===== config.mk =====
export PLATFORM = sky130hd
export DESIGN_NAME = modport_apb_slave_flat
export DESIGN_NICKNAME = d
export VERILOG_FILES = /design/src/rtl/modport_apb_slave_pkg.sv /design/src/rtl/modport_apb_slave_if.sv /design/src/rtl/modport_apb_slave_counter.sv /design/src/rtl/modport_apb_slave.sv /design/src/flat_wrapper.sv
export SDC_FILE = /design/constraint.sdc
export NUM_CORES = 1
export LEC_CHECK = 0
export ABC_AREA = 1
export CAP_MARGIN = 15
export CORE_ASPECT_RATIO = 0.75
export CORE_MARGIN = 5
export CORE_UTILIZATION = 45
export CTS_CLUSTER_DIAMETER = 50
export CTS_CLUSTER_SIZE = 25
export DETAILED_ROUTE_END_ITERATION = 16
export DONT_BUFFER_PORTS = 1
export HOLD_SLACK_MARGIN = 0.12
export PLACE_DENSITY = 0.65
export SLEW_MARGIN = 20
export SYNTH_ARGS = -nofsm -noshare
export SYNTH_HDL_FRONTEND = slang
export SYNTH_SLANG_ARGS = --single-unit

===== constraint.sdc =====
create_clock -name clk -period 2.2 [get_ports clk]
set_input_delay 0.11 -clock clk [delete_from_list [all_inputs] [get_ports clk]]
set_output_delay 0.11 -clock clk [all_outputs]
set_load 0.01 [all_outputs]

===== src/rtl/modport_apb_slave_pkg.sv =====
// rtl/modport_apb_slave_pkg.sv - DMA APB register map constants and address decode
package dma_apb_pkg;

  localparam logic [12:0] OFF_CTRL    = 13'h000;
  localparam logic [12:0] OFF_SRC     = 13'h004;
  localparam logic [12:0] OFF_DST     = 13'h008;
  localparam logic [12:0] OFF_SIZE    = 13'h00C;
  localparam logic [12:0] OFF_START   = 13'h010;
  localparam logic [12:0] OFF_STATUS  = 13'h014;
  localparam logic [12:0] OFF_INT_CLR = 13'h018;
  localparam logic [12:0] OFF_ID      = 13'h01C;

  localparam logic [31:0] DMA_ID = 32'hD3A0_0001;

  localparam int CTRL_EN_BIT     = 0;
  localparam int CTRL_INT_EN_BIT = 1;
  localparam int START_REQ_BIT   = 0;
  localparam int INT_CLR_BIT     = 0;
  localparam int STATUS_BUSY_BIT = 0;
  localparam int STATUS_DONE_BIT = 1;
  localparam int STATUS_REM_LSB  = 16;

  typedef enum logic [3:0] {
    REG_CTRL,
    REG_SRC,
    REG_DST,
    REG_SIZE,
    REG_START,
    REG_STATUS,
    REG_INT_CLR,
    REG_ID,
    REG_NONE
  } reg_sel_e;

  // Byte-lane bits [1:0] are ignored, so offsets are compared word-aligned.
  function automatic reg_sel_e decode(input logic [12:0] addr);
    reg_sel_e sel;
    case ({addr[12:2], 2'b00})
      OFF_CTRL:    sel = REG_CTRL;
      OFF_SRC:     sel = REG_SRC;
      OFF_DST:     sel = REG_DST;
      OFF_SIZE:    sel = REG_SIZE;
      OFF_START:   sel = REG_START;
      OFF_STATUS:  sel = REG_STATUS;
      OFF_INT_CLR: sel = REG_INT_CLR;
      OFF_ID:      sel = REG_ID;
      default:     sel = REG_NONE;
    endcase
    return sel;
  endfunction

endpackage


===== src/rtl/modport_apb_slave_if.sv =====
// rtl/modport_apb_slave_if.sv - APB3 bus bundle with master/slave modports
interface modport_apb_slave_if #(
  parameter int ADDR_W = 13,
  parameter int DATA_W = 32
);
  logic              psel;
  logic              penable;
  logic              pwrite;
  logic [ADDR_W-1:0] paddr;
  logic [DATA_W-1:0] pwdata;
  logic [DATA_W-1:0] prdata;
  logic              pslverr;
  logic              pready;

  modport master (
    output psel, penable, pwrite, paddr, pwdata,
    input  prdata, pslverr, pready
  );

  modport slave (
    input  psel, penable, pwrite, paddr, pwdata,
    output prdata, pslverr, pready
  );
endinterface


===== src/rtl/modport_apb_slave_counter.sv =====
// rtl/modport_apb_slave_counter.sv - channel countdown engine holding busy, remaining and done
module dma_xfer_counter #(
  parameter int CNT_W = 16
) (
  input  logic             clk,
  input  logic             reset,
  input  logic             en,
  input  logic             dec_en,
  input  logic             start,
  input  logic             abort,
  input  logic             clear,
  input  logic [CNT_W-1:0] size,
  output logic             busy,
  output logic [CNT_W-1:0] remaining,
  output logic             done
);

  logic             busy_q, busy_d;
  logic [CNT_W-1:0] rem_q, rem_d;
  logic             done_q, done_d;

  always_comb begin
    busy_d = busy_q;
    rem_d  = rem_q;
    done_d = done_q;
    if (en) begin
      // Clear is applied first so a same-cycle completion still sets done.
      if (clear) done_d = 1'b0;
      if (abort) begin
        busy_d = 1'b0;
        rem_d  = '0;
      end else if (start && !busy_q) begin
        if (size != '0) begin
          busy_d = 1'b1;
          rem_d  = size;
        end else begin
          done_d = 1'b1;
        end
      end else if (busy_q && dec_en) begin
        rem_d = rem_q - 1'b1;
        if (rem_q == CNT_W'(1)) begin
          busy_d = 1'b0;
          done_d = 1'b1;
        end
      end
    end
  end

  always_ff @(posedge clk or negedge reset) begin
    if (!reset) begin
      busy_q <= 1'b0;
      rem_q  <= '0;
      done_q <= 1'b0;
    end else begin
      busy_q <= busy_d;
      rem_q  <= rem_d;
      done_q <= done_d;
    end
  end

  assign busy      = busy_q;
  assign remaining = rem_q;
  assign done      = done_q;

endmodule


===== src/rtl/modport_apb_slave.sv =====
// rtl/modport_apb_slave.sv - DMA channel APB3 register slave with transfer countdown engine
// Optional: APB_SLVERR_EN enables pslverr on unmapped, read-only and busy-start accesses.
module modport_apb_slave
  import dma_apb_pkg::*;
#(
  parameter int ADDR_W = 13,
  parameter int DATA_W = 32,
  parameter int CNT_W  = 16
) (
  input  logic                 clk,
  input  logic                 reset,
  input  logic                 pclken,
  input  logic                 scan_en,
  modport_apb_slave_if.slave   apb,
  output logic                 idle,
  output logic                 INT
);

  logic ctrl_en_q, ctrl_en_d;
  logic ctrl_int_en_q, ctrl_int_en_d;
  logic [DATA_W-1:0] src_q, src_d;
  logic [DATA_W-1:0] dst_q, dst_d;
  logic [CNT_W-1:0]  size_q, size_d;
  logic int_q, int_d;

  logic             access, wr_en;
  logic             start, abort, clear;
  logic             busy, done;
  logic [CNT_W-1:0] remaining;
  logic [DATA_W-1:0] rdata;
  reg_sel_e         sel;
  logic             unused_paddr;

  assign sel        = decode(apb.paddr);
  assign access     = apb.psel & apb.penable;
  assign apb.pready = access & pclken;
  assign wr_en      = apb.pready & apb.pwrite;
  assign unused_paddr = ^apb.paddr[1:0];

  always_comb begin
    ctrl_en_d     = ctrl_en_q;
    ctrl_int_en_d = ctrl_int_en_q;
    src_d         = src_q;
    dst_d         = dst_q;
    size_d        = size_q;
    start         = 1'b0;
    abort         = 1'b0;
    clear         = 1'b0;
    if (wr_en) begin
      case (sel)
        REG_CTRL: begin
          ctrl_en_d     = apb.pwdata[CTRL_EN_BIT];
          ctrl_int_en_d = apb.pwdata[CTRL_INT_EN_BIT];
          abort         = !apb.pwdata[CTRL_EN_BIT] && busy;
        end
        REG_SRC:     src_d  = apb.pwdata;
        REG_DST:     dst_d  = apb.pwdata;
        REG_SIZE:    size_d = apb.pwdata[CNT_W-1:0];
        REG_START:   start  = apb.pwdata[START_REQ_BIT] && ctrl_en_q;
        REG_INT_CLR: clear  = apb.pwdata[INT_CLR_BIT];
        default: ;
      endcase
    end
  end

  assign int_d = pclken ? (done & ctrl_int_en_q & !scan_en) : int_q;

  always_ff @(posedge clk or negedge reset) begin
    if (!reset) begin
      ctrl_en_q     <= 1'b0;
      ctrl_int_en_q <= 1'b0;
      src_q         <= '0;
      dst_q         <= '0;
      size_q        <= '0;
      int_q         <= 1'b0;
    end else begin
      ctrl_en_q     <= ctrl_en_d;
      ctrl_int_en_q <= ctrl_int_en_d;
      src_q         <= src_d;
      dst_q         <= dst_d;
      size_q        <= size_d;
      int_q         <= int_d;
    end
  end

  dma_xfer_counter #(.CNT_W(CNT_W)) u_counter (
    .clk       (clk),
    .reset     (reset),
    .en        (pclken),
    .dec_en    (!scan_en),
    .start     (start),
    .abort     (abort),
    .clear     (clear),
    .size      (size_q),
    .busy      (busy),
    .remaining (remaining),
    .done      (done)
  );

  always_comb begin
    rdata = '0;
    if (access) begin
      case (sel)
        REG_CTRL: begin
          rdata[CTRL_EN_BIT]     = ctrl_en_q;
          rdata[CTRL_INT_EN_BIT] = ctrl_int_en_q;
        end
        REG_SRC:  rdata = src_q;
        REG_DST:  rdata = dst_q;
        REG_SIZE: rdata[CNT_W-1:0] = size_q;
        REG_STATUS: begin
          rdata[STATUS_BUSY_BIT]              = busy;
          rdata[STATUS_DONE_BIT]              = done;
          rdata[STATUS_REM_LSB +: CNT_W]      = remaining;
        end
        REG_ID:   rdata = DMA_ID;
        default: ;
      endcase
    end
  end

  assign apb.prdata = rdata;

`ifdef APB_SLVERR_EN
  // Flagged accesses already leave register state untouched via the decode above.
  assign apb.pslverr = apb.pready & ((sel == REG_NONE) |
                       (apb.pwrite & ((sel == REG_STATUS) | (sel == REG_ID))) |
                       (apb.pwrite & (sel == REG_START) & apb.pwdata[START_REQ_BIT] & busy));
`else
  assign apb.pslverr = 1'b0;
`endif

  assign idle = !busy;
  assign INT  = int_q;

endmodule


===== src/flat_wrapper.sv =====
// flat-port wrapper written by rule: the top's interface ports become plain ports
module modport_apb_slave_flat import dma_apb_pkg::*;
#(
  parameter int ADDR_W = 13,
  parameter int DATA_W = 32,
  parameter int CNT_W  = 16
)
  (clk, reset, pclken, scan_en, idle, INT, apb_psel, apb_penable, apb_pwrite, apb_paddr, apb_pwdata, apb_prdata, apb_pslverr, apb_pready);
  modport_apb_slave_if #(.ADDR_W(ADDR_W), .DATA_W(DATA_W)) apb_i ();
  input  logic clk;
  input  logic reset;
  input  logic pclken;
  input  logic scan_en;
  output logic idle;
  output logic INT;
  input wire logic [$bits(apb_i.psel)-1:0] apb_psel;
  input wire logic [$bits(apb_i.penable)-1:0] apb_penable;
  input wire logic [$bits(apb_i.pwrite)-1:0] apb_pwrite;
  input wire logic [$bits(apb_i.paddr)-1:0] apb_paddr;
  input wire logic [$bits(apb_i.pwdata)-1:0] apb_pwdata;
  output wire logic [$bits(apb_i.prdata)-1:0] apb_prdata;
  output wire logic [$bits(apb_i.pslverr)-1:0] apb_pslverr;
  output wire logic [$bits(apb_i.pready)-1:0] apb_pready;
  assign apb_i.psel = apb_psel;
  assign apb_i.penable = apb_penable;
  assign apb_i.pwrite = apb_pwrite;
  assign apb_i.paddr = apb_paddr;
  assign apb_i.pwdata = apb_pwdata;
  assign apb_prdata = apb_i.prdata;
  assign apb_pslverr = apb_i.pslverr;
  assign apb_pready = apb_i.pready;
  modport_apb_slave #(.ADDR_W(ADDR_W), .DATA_W(DATA_W), .CNT_W(CNT_W)) u_core (.clk(clk), .reset(reset), .pclken(pclken), .scan_en(scan_en), .apb(apb_i), .idle(idle), .INT(INT));
endmodule

# After elaboration in Yosys (flattened, before gate mapping)
# Memory sizes are Yosys's and may differ from the RTL's.
# Cells that the tools add are included.
[op_classes]
addsub = 1
multipliers = 0
div = 0
order_cmp = 0
n_eq_ne = 9
n_shift = 0
mux = 26
bitwise = 5
n_reduce_logical = 18
[ops]
columns = ["cell", "count"]
rows = [
  ["$mux W16", 4],
  ["$pmux W16 S4", 1],
  ["$pmux W14 S3", 1],
  ["$mux W32", 1],
  ["$mux W1", 17],
  ["$eq A16 B1 Y1 const B", 1],
  ["$eq A4 B3 Y1 const B", 4],
  ["$reduce_bool A16 Y1", 1],
  ["$sub A16 B1 Y16 const B", 1],
  ["$pmux W2 S6", 1],
  ["$eq A4 B2 Y1 const B", 2],
  ["$logic_not A8 Y1", 1],
  ["$reduce_and A2 Y1", 4],
  ["$reduce_bool A3 Y1", 2],
  ["$and A1 B1 Y1", 5],
  ["$eq A4 B1 Y1 const B", 1],
  ["$logic_and A1 B1 Y1", 4],
  ["$logic_not A4 Y1", 1],
  ["$mux W4", 1],
  ["$reduce_and A4 Y1", 1],
  ["$logic_not A1 Y1", 3],
  ["$ne A3 B1 Y1 const B", 1],
  ["$reduce_and A3 Y1", 1],
]
[totals]
reg_bits = 101
latch_bits = 0
ramBits = 0
romBits = 128
elab_cells = 69
n_memories = 1
[memory_table]
columns = ["memory", "words", "width", "read_ports", "rd_clocked_by_memory_dff", "write_ports", "line", "text"]
rows = [
  ["(name not given)", 32, 4, 1, 0, 0, "modport_apb_slave_pkg.sv:38", "case ({addr[12:2], 2'b00})"],
]

# Logic depth before layout (Yosys ltp)
[depth]
depth_word = 10
ltp_mapped = 11

# By module
# Synthesis repeated with hierarchy kept, for this count alone.
[hier_totals]
hier_cells = 788
hier_area_um2 = 5845.6
[by_module_without_submodules]
columns = ["mod", "n_inst", "cells_each", "area_each_um2", "seq_area_each_um2"]
rows = [
  ["modport_apb_slave", 1, 548, 4398.0, 2077.0],
  ["dma_xfer_counter", 1, 240, 1447.6, 450.4],
]

# Least setup slack after synthesis
# Ideal clock, no wire load.
[synth_timing]
kind = "input port to output port"
start = "input port apb_paddr[5]"
end = "output port apb_prdata[18]"
t_arrival_ns = 1.496
t_required_ns = 2.090
path_slack_ns = 0.594
cell_stages = 10
path_buffers = 1
cell_sequence = "nor2_1 > nand2_1 > nor2_2 > nand2_1 > nor3_2 > clkbuf_1 > nand2_1 > o21ai_0 > a21oi_1 > nor2_1"
[synth_between]
elab_chain_len = 5
[synth_lines]
columns = ["item", "line", "text"]
rows = [
  ["from (decl)", "flat_wrapper.sv:19", "input wire logic [$bits(apb_i.paddr)-1:0] apb_paddr;"],
  ["$logic_not A8 Y1 *", "modport_apb_slave_pkg.sv:38", ""],
  ["$mux W4 *", "modport_apb_slave_pkg.sv:38", ""],
  ["$eq A4 B3 Y1 (tied with other cells)", "modport_apb_slave.sv:103", "case (sel)"],
  ["$pmux W16 S4 *", "modport_apb_slave.sv:103", ""],
  ["$mux W32 *", "modport_apb_slave.sv:102", "if (access) begin"],
  ["to (decl)", "flat_wrapper.sv:21", "output wire logic [$bits(apb_i.prdata)-1:0] apb_prdata;"],
]
# Mark *: on every way between the ends. The rest lies on a longest branch, timed or not.

# Worst setup path after layout
[layout_timing]
start = "input port apb_paddr[2]"
end = "output port apb_prdata[15]"
[layout_between]
elab_chain_len = 5
[layout_lines]
columns = ["item", "line"]
rows = [
  ["$mem_v2 Z32 W4 *", "n/a"],
  ["$mux W4 *", "modport_apb_slave_pkg.sv:38"],
  ["$eq A4 B2 Y1 / $eq A4 B1 Y1 (equally long branches)", "modport_apb_slave.sv:103"],
  ["$pmux W14 S3 *", "modport_apb_slave.sv:103"],
  ["$mux W32 *", "modport_apb_slave.sv:102"],
]
# Marks and branches as above.

==> impl_metrics.yaml <==
outcome:
  outcome: "finished, violations left"
  violations: "negative hold slack"
worst_setup_path:
  worst_path_largest_cell_delay_ns: 0.56
  worstPathRequired_ns: 2.09
  crit_fanout: 8
  r2r_end: "u_core.u_counter.remaining[4]"
  crit_path_top_delay_cell: "dlygate4sd3_1"
  cp-startpoint: "apb_paddr[2]"
  r2r_setup_slack_ns: 0.27
  critPathArrivalTime_ns: 1.89
  crit_family: "buffers and inverters"
  critPathKind: "primary input to output port"
  reg2reg_depth: 7
  end_kind: "output port"
  startpoint_type: "primary input"
  r2r_start: "u_core.size_q[12]"
  cp-endpoint: "apb_prdata[15]"
  worstPathCellList: "dlygate4sd3_1 > inv_1 > nor3_4 > buf_4 > nand2_1 > o21ai_0 > a21oi_1 > nor2_1"
  worst-path-buf-inv: 3
  cp_num_cells: 8
cells_and_area:
  stdcell_count: 896
  drive_gt1_share_pct: 6.78
  syn_to_final_growth_pct: 17.8
  fin_nets: 801
  fin_util_pct: 53.7
  insertedDiodeCount: 0
sta:
  min_period_over_period_pct: 91.0
  period_minus_slack_ns: 2.00
  slew_headroom_pct: 60.8
  fmax_ghz: 0.500
  fin_skew_ns: 0.00904
  fin_hold_ws_ns: -0.554
  grt_setup_unrepaired: "no"
  tightest_slew_ns: 0.584
  hold_violations: 101
  fin_ws_ns: 0.199
  drv_slew: 0
  fin_setup_tns_ns: 0
  setup_viol: 0
cts:
  cts_buffers: 9
  ctsResizeCount: 0
  clock_sinks: 101
  cts_root_buf: "clkbuf_16"
  cts_tree: "built"
  clk_latency_ns: 0.35
  htree_num_levels: 3
  clkTransAtPathRegs_ns: 0.07
  postCtsSetupBuffers: 0
  clk_path_buf_depth: 2
  hold_buffers: 37
floorplanning:
  initial_core_util_pct: 45.6
  fp.dieH_um: 103
  pin_count: 88
  dieArea_mm2: 0.0139
  die_w_um: 135
  rows: 34
  coreArea_mm2: 0.0115
routing:
  via_count: 4900
  wl_per_cell_um: 16.2
  detail-route-antenna-nets: 0
  first_pass_iters: 5
  vias_per_cell: 5.47
  finalWirelength_um: 14500
  drtIter0Drc: 449
  route.detailed.drc: 0
power_and_ir_drop:
  power.share.sequential_pct: 51.4
  p_int_mw: 2.76
  vdd_drop_max_mv: 0.397
  power-per-cell-area_mw_per_mm2: 595
  p_switching_mw: 0.910
  p_leak_nw: 2.83
  clkPwrFrac_pct: 43.0
  switching_share_pct: 24.8
  p_comb_share_pct: 5.6
  total_power_mw: 3.67
synthesis:
  syn_inst: 707
  synth.distinct_cells: 29
  yosysTopAreaCell: "dfrtp_1"
  synth_nets: 761
  synth_top_area_share_pct: 48.3
  synth_area_mm2: 0.00523
  ys_warn_count: 0
  yosys-top-cells-area: "dfrtp_1 48%, nand2_1 16%, o21ai_0 11%"
  ys_ff_latch: 101
  syn_area_per_cell_um2: 7.40
  ys_seq_area_share_pct: 48.3
grt:
  grt_usage_pct: 21.6
  grt_pass1_vias: 4738
  met1_usage_pct: 29.8
  grt-ovfl-total: 0
  top_usage_layer: "met2"
  grt_pass1_wl_um: 23800
  grtUsageMet3_pct: 6.33
  grt_antenna_before_repair: 0
  grt_max_degree: 102
  use_met2_pct: 33.4
job:
  cap_violations: 0
placement:
  routabilityCongestion: 0.913
  place_ws_ns: 0.318
  port_buffers: 0
  dp_hpwl_um: 10200
  post-place-cells: 843
hold_path:
  holdCritPathClass: "primary input to async pin"
[cells in the mapped netlist, drive strengths merged]
master	count
dfrtp	101
buf	5
a22oi	1
nand4	10
inv	62
xor2	8
a21oi	33
a31oi	11
ha	2
nand3b	2
nor4	1
nor2	60
conb	1
o211ai	9
nand3	14
o21ai	122
o31ai	1
clkbuf	27
nor3	9
or2	1
nand2	227
[cells by family (layout without fill, tap and decap cells)]
kind of cell | Yosys count | count (layout) | synth area share [%]
buf+inv | 94 | 139 | 6.93
compound gates | 177 | 177 | 17.7
fa+ha+maj | 2 | 2 | 0.478
other cells | 1 | 1 | 0.0717
xor+xnor | 8 | 8 | 1.34
simple gates | 324 | 324 | 25.2
flops | 101 | 101 | 48.3
[placed cells by master (no fill, tap or decap), types with 2 or more instances in the layout]
cell           instances
clkbuf_16              9
o21ai_0              120
dlygate4sd3_1         37
dfrtp_1              101
nand3b_1               2
buf_4                 23
ha_1                   2
inv_8                  2
a31oi_1               11
nand4_1                9
xor2_1                 8
inv_1                 61
nand2_1              225
nand2_2                2
a21oi_1               33
nor2_1                59
o21ai_1                2
nor3_1                 5
nand3_1               14
nor3_4                 3
o211ai_1               9
[metrics by stage]
step / hold slack [ns] / area, µm²
after floorplan: -0.186 / 5230
after global placement: -0.180 / 5500
after detailed placement: -0.181 / 5500
after CTS: -0.561 / 6160
after global routing: -0.568 / 6160
final: -0.554 / 6160
[cell type report]
cell class / count / area (µm²)
Clock buffer: 9 / 225
Clock inverter: 7 / 68.8
Fill cell: 1070 / 5320
Inverter: 62 / 233
Multi-Input combinational cell: 512 / 2370
Sequential cell: 101 / 2530
Tap cell: 144 / 180
Timing Repair Buffer: 61 / 563
[registers in the layout (all words and copies together) (netlist names)]
signal                      cells
u_core.u_counter.busy           1
u_core.INT                      1
u_core.u_counter.remaining     16
u_core.size_q                  16
u_core.ctrl_int_en_q            1
u_core.src_q                   32
u_core.dst_q                   32
u_core.ctrl_en_q                1
u_core.u_counter.done           1
[worst register-to-register path, delay by kind of cell, from the launching register on]
family,cells,cell delay [ns]
flip-flops,1,0.47
AND/OR/NAND/NOR,5,0.88
AO/OA/AOI/OAI,1,0.16
buffers and inverters,1,0.29
[per-layer routing]
| layer | vias up | share of wire (%) |
|---|---|---|
| li1 | 2380 | - |
| met1 | 2295 | 45 |
| met2 | 202 | 44 |
| met3 | 23 | 9.2 |
| met4 | 0 | 1.7 |
| met5 | - | 0 |
[worst min path at each step]
stage,start,end,slack (ns),cells past startpoint
2_1_floorplan,reset,u_core.INT,-0.19,0
3_3_place_gp,reset,u_core.INT,-0.18,0
3_5_place_dp,reset,u_core.INT,-0.18,0
4_1_cts,reset,u_core.INT,-0.56,0
5_1_grt,reset,u_core.u_counter.done,-0.57,0
6_report,reset,u_core.INT,-0.55,0
[power groups by stage]
stage / Clock, mW / Sequential, mW / Combinational, mW
floorplan: 0 / 1.92 / 0.118
global placement: 0 / 1.92 / 0.146
detailed placement: 0 / 1.92 / 0.151
CTS: 1.61 / 1.89 / 0.203
global route: 1.69 / 1.89 / 0.233
finish: 1.58 / 1.89 / 0.204
Note: power is estimated with default switching activity, not from simulation.
